**config.mk**
```make
export PLATFORM = sky130hd
export DESIGN_NAME = huffman_bit_serializer
export DESIGN_NICKNAME = d
export VERILOG_FILES = /design/src/rtl/huffman_bit_serializer.sv
export SDC_FILE = /design/constraint.sdc
export NUM_CORES = 1
export LEC_CHECK = 0
export ABC_CLOCK_PERIOD_IN_PS = 2600
export CORE_UTILIZATION = 50
export CTS_BUF_LIST = sky130_fd_sc_hd__clkbuf_4 sky130_fd_sc_hd__clkbuf_8
export DETAILED_ROUTE_END_ITERATION = 10
export DONT_BUFFER_PORTS = 1
export HOLD_SLACK_MARGIN = 0.12
export MAX_ROUTING_LAYER = met4
export PLACE_DENSITY = 0.65
export SLEW_MARGIN = 10
export SYNTH_ARGS = -nofsm -noshare
export SYNTH_HDL_FRONTEND = slang
export SYNTH_SLANG_ARGS = --single-unit
```
**constraint.sdc**
```tcl
create_clock -name clk -period 2.6 [get_ports clk]
set_clock_uncertainty 0.05 [all_clocks]
set_input_delay 0.26 -clock clk [delete_from_list [all_inputs] [get_ports clk]]
set_output_delay 0.26 -clock clk [all_outputs]
set_load 0.05 [all_outputs]
```
**src/rtl/huffman_bit_serializer.sv**
```systemverilog
// huffman_bit_serializer
//   Takes one signed 4-bit sample per valid/ready handshake, looks up its
//   prefix-free Huffman code and emits it MSB-first, one bit per clock, on
//   out_bit/out_load. After each codeword, GAP_CYCLES idle cycles follow.
//   All outputs decode registered state, so they are glitch-free and reset
//   to their idle values one cycle after reset.
module huffman_bit_serializer #(
   parameter int unsigned MAX_CODE   = 9,   // longest codeword; must be >= 9
   parameter int unsigned GAP_CYCLES = 1    // idle cycles after each codeword, 0..15
) (
   input  logic       clk,
   input  logic       reset,
   input  logic       sym_valid,
   input  logic [3:0] sym_in,
   output logic       sym_ready,
   output logic       out_bit,
   output logic       out_load,
   output logic       code_done,
   output logic       busy
);

   typedef enum logic [1:0] {
      IDLE  = 2'd0,
      SHIFT = 2'd1,
      GAP   = 2'd2
   } state_e;

   state_e              state_q, state_d;
   logic [MAX_CODE-1:0] shreg_q, shreg_d;   // codeword, left-aligned; MSB is the bit on the wire
   logic [3:0]          cnt_q,   cnt_d;     // bits remaining, including the one being presented
   logic [3:0]          gap_q,   gap_d;     // idle cycles remaining in GAP

   logic [8:0]          lut_code;           // right-aligned codeword
   logic [3:0]          lut_len;
   logic [8:0]          code_left;
   logic [MAX_CODE-1:0] code_ext;

   // Codebook lookup: sample -> right-aligned code and its length.
   always_comb begin
      // NOTE: every combinational output gets a default first, so no path can infer a latch.
      lut_code = 9'd0;
      lut_len  = 4'd1;
      case (sym_in)
         4'h8:    begin lut_code = 9'b111110010; lut_len = 4'd9; end  // -8
         4'h9:    begin lut_code = 9'b011111000; lut_len = 4'd8; end  // -7
         4'hA:    begin lut_code = 9'b001011000; lut_len = 4'd7; end  // -6
         4'hB:    begin lut_code = 9'b000101101; lut_len = 4'd6; end  // -5
         4'hC:    begin lut_code = 9'b000010111; lut_len = 4'd5; end  // -4
         4'hD:    begin lut_code = 9'b000001010; lut_len = 4'd4; end  // -3
         4'hE:    begin lut_code = 9'b000001101; lut_len = 4'd4; end  // -2
         4'hF:    begin lut_code = 9'b000001110; lut_len = 4'd4; end  // -1
         4'h0:    begin lut_code = 9'b000000000; lut_len = 4'd1; end  //  0
         4'h1:    begin lut_code = 9'b000000100; lut_len = 4'd3; end  //  1
         4'h2:    begin lut_code = 9'b000001100; lut_len = 4'd4; end  //  2
         4'h3:    begin lut_code = 9'b000011110; lut_len = 4'd5; end  //  3
         4'h4:    begin lut_code = 9'b000111111; lut_len = 4'd6; end  //  4
         4'h5:    begin lut_code = 9'b001111101; lut_len = 4'd7; end  //  5
         4'h6:    begin lut_code = 9'b001011001; lut_len = 4'd7; end  //  6
         4'h7:    begin lut_code = 9'b111110011; lut_len = 4'd9; end  //  7
         default: begin lut_code = 9'd0;         lut_len = 4'd1; end
      endcase
   end

   // Left-align the code so the shift register always emits from its MSB.
   always_comb begin
      code_left = lut_code << (4'd9 - lut_len);
      code_ext  = MAX_CODE'(code_left) << (MAX_CODE - 9);
   end

   // Next-state logic: accept in IDLE, shift one bit per cycle, then idle out the gap.
   always_comb begin
      state_d = state_q;
      shreg_d = shreg_q;
      cnt_d   = cnt_q;
      gap_d   = gap_q;
      case (state_q)
         IDLE: begin
            if (sym_valid) begin
               shreg_d = code_ext;
               cnt_d   = lut_len;
               state_d = SHIFT;
            end
         end
         SHIFT: begin
            if (cnt_q == 4'd1) begin
               shreg_d = '0;
               cnt_d   = 4'd0;
               if (GAP_CYCLES > 0) begin
                  gap_d   = 4'(GAP_CYCLES);
                  state_d = GAP;
               end else begin
                  state_d = IDLE;
               end
            end else begin
               shreg_d = shreg_q << 1;
               cnt_d   = cnt_q - 4'd1;
            end
         end
         GAP: begin
            if (gap_q <= 4'd1) begin
               gap_d   = 4'd0;
               state_d = IDLE;
            end else begin
               gap_d = gap_q - 4'd1;
            end
         end
         default: begin
            state_d = IDLE;
            shreg_d = '0;
            cnt_d   = 4'd0;
            gap_d   = 4'd0;
         end
      endcase
   end

   // State registers with synchronous reset; an in-flight codeword is simply dropped.
   always_ff @(posedge clk) begin
      // NOTE: sequential state uses non-blocking assignments so every flop samples pre-edge values.
      if (reset) begin
         state_q <= IDLE;
         shreg_q <= '0;
         cnt_q   <= 4'd0;
         gap_q   <= 4'd0;
      end else begin
         state_q <= state_d;
         shreg_q <= shreg_d;
         cnt_q   <= cnt_d;
         gap_q   <= gap_d;
      end
   end

   // Output decode from registered state.
   always_comb begin
      sym_ready = (state_q == IDLE);
      busy      = (state_q == SHIFT) || (state_q == GAP);
      out_load  = (state_q == SHIFT);
      out_bit   = (state_q == SHIFT) && shreg_q[MAX_CODE-1];
      code_done = (state_q == SHIFT) && (cnt_q == 4'd1);
   end

endmodule
```
### After elaboration in Yosys (flattened, before gate mapping)

Memory sizes are Yosys's and may differ from the RTL's.
Index checks and enable logic that the tools add are counted.

* divide/modulo/power cells: 0
* mux-type cells: 13
* $lt $le $gt $ge: 1
* multipliers: 0
* bitwise logic cells: 2
* add/subtract/negate cells: 3
* reductions and logical operators: 7
* equal/unequal tests: 6
* shifts and indexed selects: 1

Operator list (number)
* one-hot mux 9 bit (3 select lines): 1
* one-hot mux 4 bit (3 select lines): 2
* two-way mux 9 bit: 2
* two-way mux 4 bit: 4
* << shifter 9 x 4 -> 9 bit: 1
* subtractor 4 x 1 -> 4 bit (second input constant): 2
* two-way mux 2 bit: 3
* one-hot mux 2 bit (3 select lines): 1
* equality test 4 x 1 -> 1 bit (second input constant): 1
* <= comparator 4 x 1 -> 1 bit (second input constant): 1
* != test 2 bit (second input constant): 2
* AND reduction 2 bit: 2
* subtractor 4 bit (first input constant): 1
* AND reduction 3 bit: 1
* equality test 2 x 1 -> 1 bit (second input constant): 1
* equality test 2 bit (second input constant): 1
* logical AND 1 bit: 2
* logical NOT 2 bit: 1
* != test 2 x 1 -> 1 bit (second input constant): 1
* NOT 1 bit: 2
* logical OR 1 bit: 1

* memory bits (read-only): 208
* bits in writable memories: 0
* memories kept: 1
* output and inout bits: 5
* bits in registers: 19
* logic and storage cells: 38
* bits in latches: 0

Memory list
* (name not given): words 16, bits a word 13, rd ports 1, clocked after memory_dff 0, write ports 0, RTL line 43 `case (sym_in)`

### Longest topological paths before layout

An unclocked memory read counts as a cell.

* depth in word-level cells: 5
* depth in mapped cells: 12
* depth with buffers taken out: 10

### Worst setup path after synthesis

No wires, ideal clock.

* path type: input to register
* from: input sym_in[1]
* to: register shreg_q[2]
* library setup time: 0.131 ns
* data arrival time: 2.516 ns
* path slack: -0.097 ns
* buffers on the path: 2
* stages: 11
* cell sequence: buf_2 -> and2_1 -> o31ai_2 -> inv_2 -> ha_1 -> clkbuf_1 -> nand2b_1 -> nor2_1 -> mux2_2 -> a222oi_1 -> o31ai_1

* longest elaborated chain between the ends: 5

RTL lines
* start: declaration: RTL line 14 `input logic [3:0] sym_in,`
* memory (16 x 13 bit) *
* subtractor 4 bit: RTL line 66 `code_left = lut_code << (4'd9 - lut_len);`
* << shifter 9 x 4 -> 9 bit *: RTL line 66
* two-way mux 9 bit *: RTL line 78 `if (sym_valid) begin`
* one-hot mux 9 bit (3 select lines) *: RTL line 76 `case (state_q)`
* end signal: assignment: RTL line 126 `shreg_q <= shreg_d;`
* end: declaration: RTL line 29 `logic [MAX_CODE-1:0] shreg_q, shreg_d;`

Mark *: on every way between the ends. The rest lies on a longest branch, timed or not. The select of a mux whose other input is x is not followed.
A chain may end at the register's enable or synchronous reset.

### Worst setup path after layout

* from: register state_q[0]
* to: register shreg_q[8]

* longest elaborated chain between the ends: 3
* elaborated cells on any way between the ends: 7

RTL lines
* start: declaration: RTL line 28 `state_e state_q, state_d;`
* start signal: assignment: RTL line 125 `state_q <= state_d;`
* logical NOT 2 bit / equality test 2 bit (equally long branches): RTL line 76
* != test 2 bit (no source line) / NOT 1 bit (equally long branches)
* AND reduction 2 bit (no source line)

Parallel ways exist; a longest one is shown, timed or not.

==> summary.md <==
| Metric | Value |
|---|---|
| Final core occ | `0.555` |
| # H-tree levels | `1` |
| Leakage | `0.736 nW` |
| Hold Violations, Final | `0` |
| Syn avg cell area | `7.47 um2` |
| Die Height | `61.5 um` |
| Vias per std cell | `6.14` |
| Slew Viols, Final | `0` |
| Worst EP arrival | `2170 ps` |
| Syn nets | `257` |
| GR Layer Usage met3 | `0.0315` |
| Final-report setup violation count | `0` |
| Netlist Area Pre-Place | `1770 um2` |
| Share of the synthesized area in the top cell type | `0.215` |
| Worst-margin pin slew | `753 ps` |
| Via count | `1,726` |
| Fin crit share | `0.794` |
| Commonest non-fill, non-tap cell in the layout | `nor2_1` |
| Setup TNS | `0 ps` |
| Root Driver | `clkbuf_4` |
| Share of layout cells above drive strength 1 | `0.106` |
| Number of enable flip-flop cells after synthesis | `0` |
| Largest area contributor in the netlist | `dfxtp_1` |
| Bufs on Longest Clock Path | `2` |
| Syn. warnings | `0` |
| Layout Nets | `256` |
| Drt drc | `0` |
| Grt total ovfl | `0` |
| Slowest cell delay on critical path | `370 ps` |
| DP Wirelength | `3360 um` |
| Drt total wl | `4400 um` |
| Synth Register Bits | `19` |
| Worst vdd ir | `169 uV` |
| Startpoint types | `flop` |
| WS Path Type | `reg2reg` |
| Critical Path Sink Type | `flop` |
| Clock-pin slew on the worst setup and hold paths | `110 ps` |
| Die width | `61.5 um` |
| Worst hold path class | `in2reg` |
| Area of the die | `3780 um2` |
| Later-pin clock latency in the skew report | `310 ps` |
| Vias in the first global route | `1,549` |
| CP max-delay cell | `dfxtp_1` |
| Status | `finished, final reports clean` |
| Layout area overhead | `5.44%` |
| Family with the most delay on the worst path | `simple AND/OR/NAND/NOR gates` |
| Max_cap viols | `0` |
| Netlist cell types | `56` |
| RD Place Congestion | `0.923` |
| Cells after synthesis | `237` |
| I/O Pins | `12` |
| Min cycle time layout | `2060 ps` |
| Pwr/cell area | `564 nW/um2` |
| Sequential share of the synthesized area | `0.215` |
| Clk sinks | `19` |
| Worst path required time | `2710 ps` |
| Core area | `3360 um2` |
| Diodes inserted | `0` |
| Total power | `1.05 mW` |
| Met1 Resource Use GR | `0.310` |
| Iter 0 DRT Violations | `148` |
| CTS buffer count | `3` |
| Synth area leaders | `dfxtp_1 (21%), ha_1 (9.2%), a21oi_1 (5.7%)` |
| Commonest cells after routing, fill and taps aside | `nor2_1 (26), nand2_1 (23), a21oi_1 (20), dfxtp_1 (19), inv_1 (14)` |
| Normalized max-slew margin | `0.496` |
| Initial Utilization | `0.526` |
| Post-synth top flop | `dfxtp_1` |
| TritonRoute pass-1 iters | `5` |
| Unrepaired setup endpoints after global routing | `false` |
| # port buffers | `0` |
| Initial antenna violation count | `0` |
| F_max | `485 MHz` |
| Placement Rows | `21` |
| GRT Total Usage | `0.255` |
| Pin count of the biggest net entering global routing | `22` |
| CTS tree | `yes` |
| Ys async rst share | `0` |
| R2R setup slack | `540 ps` |
| WL per Instance | `15.7 um` |
| M2 GR Usage | `0.441` |
| Critical Path Most Common Cell | `nand2b_1` |
| GR peak layer | `met2` |
| Global-route wire length before repair | `6930 um` |
| Crit-path max FO | `12` |
| ANT nets after route | `0` |
| Buffers & Inverters on Critical Path | `2` |
| Worst-path cell chain | `inv_1, ha_1, nand2b_1, nand2b_1, buf_4, a221oi_1, a221oi_2` |
sequential cells by signal, indices dropped and copies added (netlist names):
name / flops
shreg_q: 9
cnt_q: 4
gap_q: 4
state_q: 2
cells in the mapped netlist, types with 3 or more instances:
cell	instances
a211oi_1	5
a21o_1	3
a21oi_1	20
a221oi_1	3
a22oi_1	5
and2_1	5
buf_2	5
clkbuf_1	8
dfxtp_1	19
ha_1	13
inv_1	14
mux2i_1	6
nand2_1	23
nand2b_1	4
nand3_1	4
nor2_1	26
nor2b_1	3
nor3_1	5
nor3b_1	4
o211ai_1	3
o21ai_0	12
through the flow:
step                      cells  hold WS, ps  setup WS [ps]  instance area [um2]
after floorplan             237          391           15.8                 1780
after global placement      275          282            330                 1820
after detailed placement    275          281            292                 1820
after CTS                   281          307            539                 1870
after global routing        281          318            364                 1870
final                       281          305            536                 1870
worst reg2reg max path, cell delays in order (launching register included):
cell and delay (ps):
dfxtp_1 370, inv_1 70, ha_1 340, nand2b_1 150
nand2b_1 270, buf_4 280, a221oi_1 290, a221oi_2 90
cell type report:
| class | instances | area (um2) |
|---|---|---|
| timing repair buffer | 9 | 72.6 |
| tap | 46 | 57.6 |
| clock buffer | 3 | 22.5 |
| inverter | 16 | 60.1 |
| multi-input combinational | 187 | 1270 |
| fill | 350 | 1500 |
| clock inverter | 1 | 5.00 |
| sequential | 19 | 380 |
worst paths after layout:
path                                 from                       to  cells past startpoint
hold / removal                  sym_valid  state_q[1]$_SDFFE_PP0P_                      4
setup reg to reg  state_q[0]$_SDFFE_PP0P_  shreg_q[8]$_SDFFE_PP0P_                      7
hold reg to reg   shreg_q[2]$_SDFFE_PP0P_  shreg_q[2]$_SDFFE_PP0P_                      2
setup / recovery  state_q[0]$_SDFFE_PP0P_  shreg_q[8]$_SDFFE_PP0P_                      7
cells by family (layout without fill, tap and decap cells):
logic type                 Yosys count  after routing  share of synthesized area
AOI/OAI and AO/OA                   77             77                      0.313
xor gates and xnor gates             3              3                     0.0148
adders and majority gates           13             13                     0.0919
buffers and inverters               31             29                     0.0735
DFF                                 19             19                      0.215
muxes                                9              9                     0.0594
and+or+nand+nor                     85             85                      0.233
where the power goes:
part	internal [mW]	switching [mW]
clock network	0.0575	0.0970
registers	0.323	0.0272
logic	0.202	0.346
per-layer routing:
layer | wire length [um] | vias up
met4 | 85 | 0
met3 | 217 | 9
met2 | 2060 | 53
li1 | - | 857
met5 | 0 | -
met1 | 2040 | 807
what timing repair did:
item,CTS,global route
hold buffers,2,0
hold endpoints to repair,19,0
setup buffers,0,0
resized for setup,0,0
Power figures use the tool's default switching activity.
